`src/rtl/booth_mult.sv`:
```
// Sequential signed radix-2 Booth multiplier for MULT.
// One Booth step per clock; hi/lo are updated only when the product is complete.
module booth_mult #(
    parameter int WIDTH = 32
) (
    input  logic             clk,
    input  logic             rst,
    input  logic             mult_start,
    input  logic [WIDTH-1:0] A,
    input  logic [WIDTH-1:0] B,
    output logic             mult_end,
    output logic             busy,
    output logic [WIDTH-1:0] hi,
    output logic [WIDTH-1:0] lo
);
    localparam int CNT_W = $clog2(WIDTH + 1);

    typedef enum logic [1:0] {IDLE, RUN, DONE} state_t;

    state_t                  state, state_nxt;
    logic signed [WIDTH:0]   m, acc;
    logic        [WIDTH-1:0] q;
    logic                    q_m1;
    logic        [CNT_W-1:0] count;
    logic                    load;
    logic        [2*WIDTH+1:0] step;
    logic signed [WIDTH:0]   step_acc;
    logic        [WIDTH-1:0] step_q;
    logic                    step_qm1;

    // acc carries one guard bit so that subtracting the most-negative M cannot overflow
    function automatic logic [2*WIDTH+1:0] booth_step(
        input logic signed [WIDTH:0]   a,
        input logic signed [WIDTH:0]   mm,
        input logic        [WIDTH-1:0] qq,
        input logic                    qm
    );
        logic signed [WIDTH:0]     t;
        logic signed [2*WIDTH+1:0] v;
        case ({qq[0], qm})
            2'b01:   t = a + mm;
            2'b10:   t = a - mm;
            default: t = a;
        endcase
        v = {t, qq, qm};
        return v >>> 1;
    endfunction

    assign step     = booth_step(acc, m, q, q_m1);
    assign step_acc = step[2*WIDTH+1:WIDTH+1];
    assign step_q   = step[WIDTH:1];
    assign step_qm1 = step[0];

    assign busy     = (state == RUN);
    assign mult_end = (state == DONE);

    always_ff @(posedge clk or negedge rst) begin
        if (!rst) state <= IDLE;
        else      state <= state_nxt;
    end

    always_comb begin
        state_nxt = state;
        load      = 1'b0;
        case (state)
            IDLE: begin
                if (mult_start) begin
                    load      = 1'b1;
                    state_nxt = RUN;
                end
            end
            RUN: begin
                if (count == CNT_W'(1)) state_nxt = DONE;
            end
            DONE: begin
                load      = mult_start;
                state_nxt = mult_start ? RUN : IDLE;
            end
            default: state_nxt = IDLE;
        endcase
    end

    always_ff @(posedge clk or negedge rst) begin
        if (!rst) begin
            m     <= '0;
            acc   <= '0;
            q     <= '0;
            q_m1  <= 1'b0;
            count <= '0;
            hi    <= '0;
            lo    <= '0;
        end else if (load) begin
            m     <= {A[WIDTH-1], A};
            q     <= B;
            acc   <= '0;
            q_m1  <= 1'b0;
            count <= CNT_W'(WIDTH);
        end else if (state == RUN) begin
            acc   <= step_acc;
            q     <= step_q;
            q_m1  <= step_qm1;
            count <= count - 1'b1;
            if (count == CNT_W'(1)) begin
                hi <= step_acc[WIDTH-1:0];
                lo <= step_q;
            end
        end
    end
endmodule
```
`config.mk`:
```
export PLATFORM = sky130hd
export DESIGN_NAME = booth_mult
export DESIGN_NICKNAME = d
export VERILOG_FILES = /design/src/rtl/booth_mult.sv
export SDC_FILE = /design/constraint.sdc
export NUM_CORES = 1
export LEC_CHECK = 0
export ABC_CLOCK_PERIOD_IN_PS = 6100
export CAP_MARGIN = 20
export CELL_PAD_IN_SITES_DETAIL_PLACEMENT = 2
export CELL_PAD_IN_SITES_GLOBAL_PLACEMENT = 2
export CORE_ASPECT_RATIO = 0.6
export CORE_MARGIN = 5
export CORE_UTILIZATION = 33
export DETAILED_ROUTE_END_ITERATION = 6
export PLACE_DENSITY = 0.82
export SYNTH_ARGS = -nofsm -noshare
export SYNTH_HDL_FRONTEND = slang
export SYNTH_SLANG_ARGS = --single-unit
```
`constraint.sdc`:
```
create_clock -name clk -period 6.1 [get_ports clk]
set_clock_uncertainty 0.2 [all_clocks]
set_input_delay 0.61 -clock clk [delete_from_list [all_inputs] [get_ports clk]]
set_output_delay 0.61 -clock clk [all_outputs]
set_load 0.01 [all_outputs]
```
* Yosys cells after proc, flatten, opt, wreduce, memory -nomap -nowiden
Index checks and enable logic that the tools add are counted.
Widths: inputs -> output; s select.
** Word-level totals
- Flip-flop bits (word level) :: 170
- Output and inout bits :: 66
** Operators by class
- Reductions and logical operators :: 4
- Bitwise logic cells :: 1
- Muxes and demuxes :: 15
- Equality and inequality tests :: 7
- Add/subtract/negate cells :: 3
** Operators by type and width (number)
- $mux 33 :: 2
- $pmux 33 s2 :: 1
- $mux 32 :: 2
- $add 33x32->33 :: 1
- $sub 33x32->33 :: 1
- $mux 6 :: 2
- $eq 6x1->1 const B :: 1
- $pmux 2 s3 :: 1
- $sub 6x1->6 const B :: 1
- $eq 2x1->1 const B :: 2
- $eq 2x2->1 const B :: 2
- $mux 1 :: 4
- $mux 2 :: 2
- $reduce_and 3->1 :: 1
- $logic_not 2->1 :: 1
- $ne 2x1->1 const B :: 1
- $ne 2x2->1 const B :: 1
- $pmux 1 s2 :: 1
- $reduce_and 2->1 :: 1
- $reduce_bool 2->1 :: 1
- $not 1->1 :: 1

* Logic depth before layout (Yosys ltp)
- Depth after elaboration :: 4
- Mapped depth :: 18
- Gate-level depth less buffers :: 17

* Worst setup path after synthesis
OpenSTA, ideal clock, no wires.
- Path type :: reg2reg
- Start point :: register m[15]
- End point :: register hi[31]
- Path slack :: 1.410 ns
- Path buffers :: 2
- Cell stages (with the launch flop) :: 18
- Setup time :: 0.082 ns
- Arrival time :: 4.408 ns
- Clock period less this slack :: 4.690 ns
- Cells stage by stage :: dfrtp_1 > or4_1 > buf_2 > or4_4 > nor2_1 > nor2b_1 > a21oi_1 > xnor2_1 > ha_1 > clkbuf_1 > a21o_1 > a21o_1 > a21oi_1 > o2bb2ai_1 > or4_1 > and3_2 > or4_1 > a31oi_1
** On the way
- Longest elaborated chain between the ends :: 2
** RTL lines
- from (decl) :: RTL line 21 : logic signed [WIDTH:0] m, acc;
- from (signal assigned) :: RTL line 93 : m <= {A[WIDTH-1], A};
- $sub 33x32->33 / $add 33x32->33 (equally long branches) :: RTL line 42, 41
- $pmux 33 s2 * :: RTL line 40 : case ({qq[0], qm})
- to (signal assigned) :: RTL line 104 : hi <= step_acc[WIDTH-1:0];
- to (decl) :: RTL line 13 : output logic [WIDTH-1:0] hi,
Every way passes the cells marked *; elsewhere a longest branch is shown, timed or not.
A chain may end at the register's enable or synchronous reset.

* Worst setup path after layout
- Start point :: register m[2]
- End point :: register hi[31]
The elaborated chain is that of the path after synthesis.

==> out/results.ini <==
[timing]
finalSetupViolCount = 0
finalHoldViolations = 0
fmax_mhz = 181.5
slew_headroom_pct = 37.47
period_needed_ns = 5.510
worst_pin_slew_ns = 0.9249
fin_tns_setup_ns = 0
drv_slew = 0
fin_crit_sh_pct = 90.33
grt_setup_unrepaired = false
worst_slack_ns = 0.5896

[setup_path]
path_cells = nor2_1 > nor4b_1 > and2_1 > nand2_1 > nor2_1 > nor2b_1 > a21oi_1 > xnor2_1 > ha_1 > and3_1 > nand2_1 > a2111oi_0 > or4_1 > a21oi_1 > or4_1 > a31oi_1
reg2reg_slack_ns = 0.59
crit_path_start_kind = flop
r2r-start = m[2]$_DFFE_PN0P_
critical-path-max-stage-delay_ns = 0.78
crit_required_ns = 6.26
crit_buf_inv = 0
startpoint = m[2]$_DFFE_PN0P_
crit_slowest_cell = nor4b_1
reg2reg_depth = 16
crit_path_end_kind = flop
crit_type = flop to flop
cp-endpoint = hi[31]$_DFFE_PN0P_
critical_path.top_delay_family = simple AND/OR/NAND/NOR gates
arrival_ns = 5.67
worst-path-stages = 16
path_max_fanout = 10
reg2reg_to = hi[31]$_DFFE_PN0P_

[global_routing]
antenna_found_initial = 0
grt_usage_pct = 20.86
grt_pass1_vias = 9156
grt_max_degree = 91
grt_pass1_wl_mm = 52.56
gr-total-overflow = 0

[floorplanning]
floorplan.rows = 47
start_util_pct = 33.72
fp.coreArea_um2 = 27760
io_pins = 133
die_area_um2 = 31940
die_w_um = 227.4
die_h_um = 140.5

[detailed_routing]
ant_nets = 0
wl_per_cell_um = 21.25
drt_iter0_drc = 583
wl_met2_mm = 15.46
highest_layer = met4
wl_mm = 32.94
vias = 8331
drc = 0
dr_wl_met3_mm = 1.045
firstDrtPassIters = 6
vias_per_cell = 5.375
drt-met1-wl_mm = 16.12

[finish]
area_growth_pct = 24.11
drive_above_1_share_pct = 6.171
num_antenna_cells = 0
fillerInstances = 3078
nNetsFinal = 1276

[cts]
ctsHoldBuffers = 0
tritoncts = done
ctsResizeCount = 0
cts.sinks = 169
clk_pin_slew_ns = 0.06
cts_inserted_buffers = 17
cts-root-buf = clkbuf_16
cts_max_path_buffers = 2
h-tree-depth = 4
clock_latency_ns = 0.45
cts_setup_buffers = 0

[flow_run]
drv_cap = 0

[synthesis]
yosys.area.top_type = dfrtp_1
syn_nets = 1177
ys.flop_type = dfrtp_1
synth_cell_types = 59
synth.top_cells.by_area = dfrtp_1, nand2_1, ha_1
synth_area_um2 = 9360
syn_area_per_cell_um2 = 8.723
synth_enable_flop_cells = 0
syn_inst = 1073
synthArstFlopShare_pct = 100.0
yosysTopAreaCellShare_pct = 45.18
seq_area_frac_synth_pct = 45.18
ys_seq_elements = 169
ys_warn_count = 0

[status]
status = finished, final reports clean

[place]
dp_hpwl_mm = 23.37
pre_cts_slack_ns = 0.7215
io_buffers = 132
gp_congestion = 0.8785

[worst_hold_path]
min_path_type = primary input to asynchronous set/reset pin

[synth_stat cells, types with 2 or more instances]
cell type	n
a22oi_1	32
a21o_1	20
a41oi_1	2
a31oi_1	10
nor4_1	7
nand2b_1	11
a21oi_1	58
nor2_1	44
o211ai_1	11
o21a_1	5
clkbuf_1	55
a32oi_1	3
mux2i_1	10
nor4b_1	4
nor2b_1	4
xor2_1	11
nor3_1	15
or2_2	2
and2_1	4
nand2_1	307
o311ai_0	2
xnor2_1	48
o31ai_1	5
nand4_1	4
o21ai_0	61
buf_1	9
a211oi_1	2
ha_1	36
or4_1	5
dfrtp_1	169
a2111oi_0	3
nand3_1	16
nor3b_1	2
a21boi_0	3
and4_1	2
and3_1	11
a22o_1	16
inv_1	22
o21bai_1	5
mux2_2	18
[placed cells by master, fill, tap and decap left out, types with 4 or more instances in the layout]
cell type	n
a21o_1	20
a21oi_1	58
a22o_1	16
a22oi_1	32
a31oi_1	10
and2_1	4
and3_1	11
buf_4	13
bufinv_16	4
clkbuf_16	17
clkdlybuf4s50_1	131
dfrtp_1	169
ha_1	35
inv_1	20
mux2_2	18
mux2i_1	10
nand2_1	306
nand2b_1	11
nand3_1	16
nand4_1	4
nor2_1	43
nor3_1	15
nor4_1	7
nor4b_1	4
o211ai_1	11
o21a_1	5
o21ai_0	61
o21bai_1	5
o31ai_1	5
or4_1	5
xnor2_1	48
xor2_1	11
[registers in the layout (all words and copies together) (netlist names)]
name and flops:
lo 32, count 6, q_m1 1, state 2
acc 32, hi 32, m 32, q 32
[final cells by class]
class / instances / area [um2] / area share [%]
Multi-Input combinational cell: 817 / 4823 / 41.52
Sequential cell: 169 / 4229 / 36.40
Timing Repair Buffer: 145 / 1420 / 12.22
Tap cell: 367 / 459.2 / 3.953
Clock buffer: 19 / 432.9 / 3.726
Clock inverter: 11 / 170.2 / 1.465
Inverter: 22 / 82.58 / 0.7108
[worst register-to-register path, cell delays in order (launching register included)]
cell,delay [ns]
dfrtp_1,0.43
nor2_1,0.18
nor4b_1,0.78
and2_1,0.29
nand2_1,0.13
nor2_1,0.19
nor2b_1,0.35
a21oi_1,0.14
xnor2_1,0.18
ha_1,0.45
and3_1,0.25
nand2_1,0.11
a2111oi_0,0.74
or4_1,0.24
a21oi_1,0.12
or4_1,0.48
a31oi_1,0.18
[layer usage]
layer / vias to the layer above / global-route usage, %
met5: - / 0
met4: 0 / 3.679
met3: 21 / 4.266
met2: 124 / 33.55
met1: 4290 / 29.56
li1: 3896 / -
[worst min path at each step]
| stage | start | endpoint | cells after the start |
|---|---|---|---|
| 2_1_floorplan | rst | acc[0]$_DFFE_PN0P_ | 0 |
| 3_3_place_gp | lo[3]$_DFFE_PN0P_ | lo[3]$_DFFE_PN0P_ | 2 |
| 3_5_place_dp | lo[22]$_DFFE_PN0P_ | lo[22]$_DFFE_PN0P_ | 2 |
| 4_1_cts | rst | acc[0]$_DFFE_PN0P_ | 1 |
| 5_1_grt | rst | acc[0]$_DFFE_PN0P_ | 1 |
| 6_report | rst | acc[0]$_DFFE_PN0P_ | 1 |
[kinds of logic after synthesis]
kind of cell | Yosys count | share of synthesized area [%]
xor+xnor | 59 | 5.521
fa+ha+maj | 37 | 5.026
buf+inv | 87 | 3.502
simple gates | 444 | 20.36
compound gates | 249 | 17.18
flops | 169 | 45.18
mux | 28 | 3.235
[through the flow]
step           utilization (%)  cells  hold slack [ns]  area, um2
3_3_place_gp             39.68   1520           0.2585      11010
2_1_floorplan                -   1073           0.1144       9360
3_5_place_dp             39.68   1520           0.2709      11010
6_report                 41.85   1550          0.04281      11620
4_1_cts                  41.85   1550          0.05780      11620
5_1_grt                  41.85   1550          0.09135      11620
Power is not shown: default switching activity piles up to over one toggle a cycle in this logic, so the estimate is an artifact.
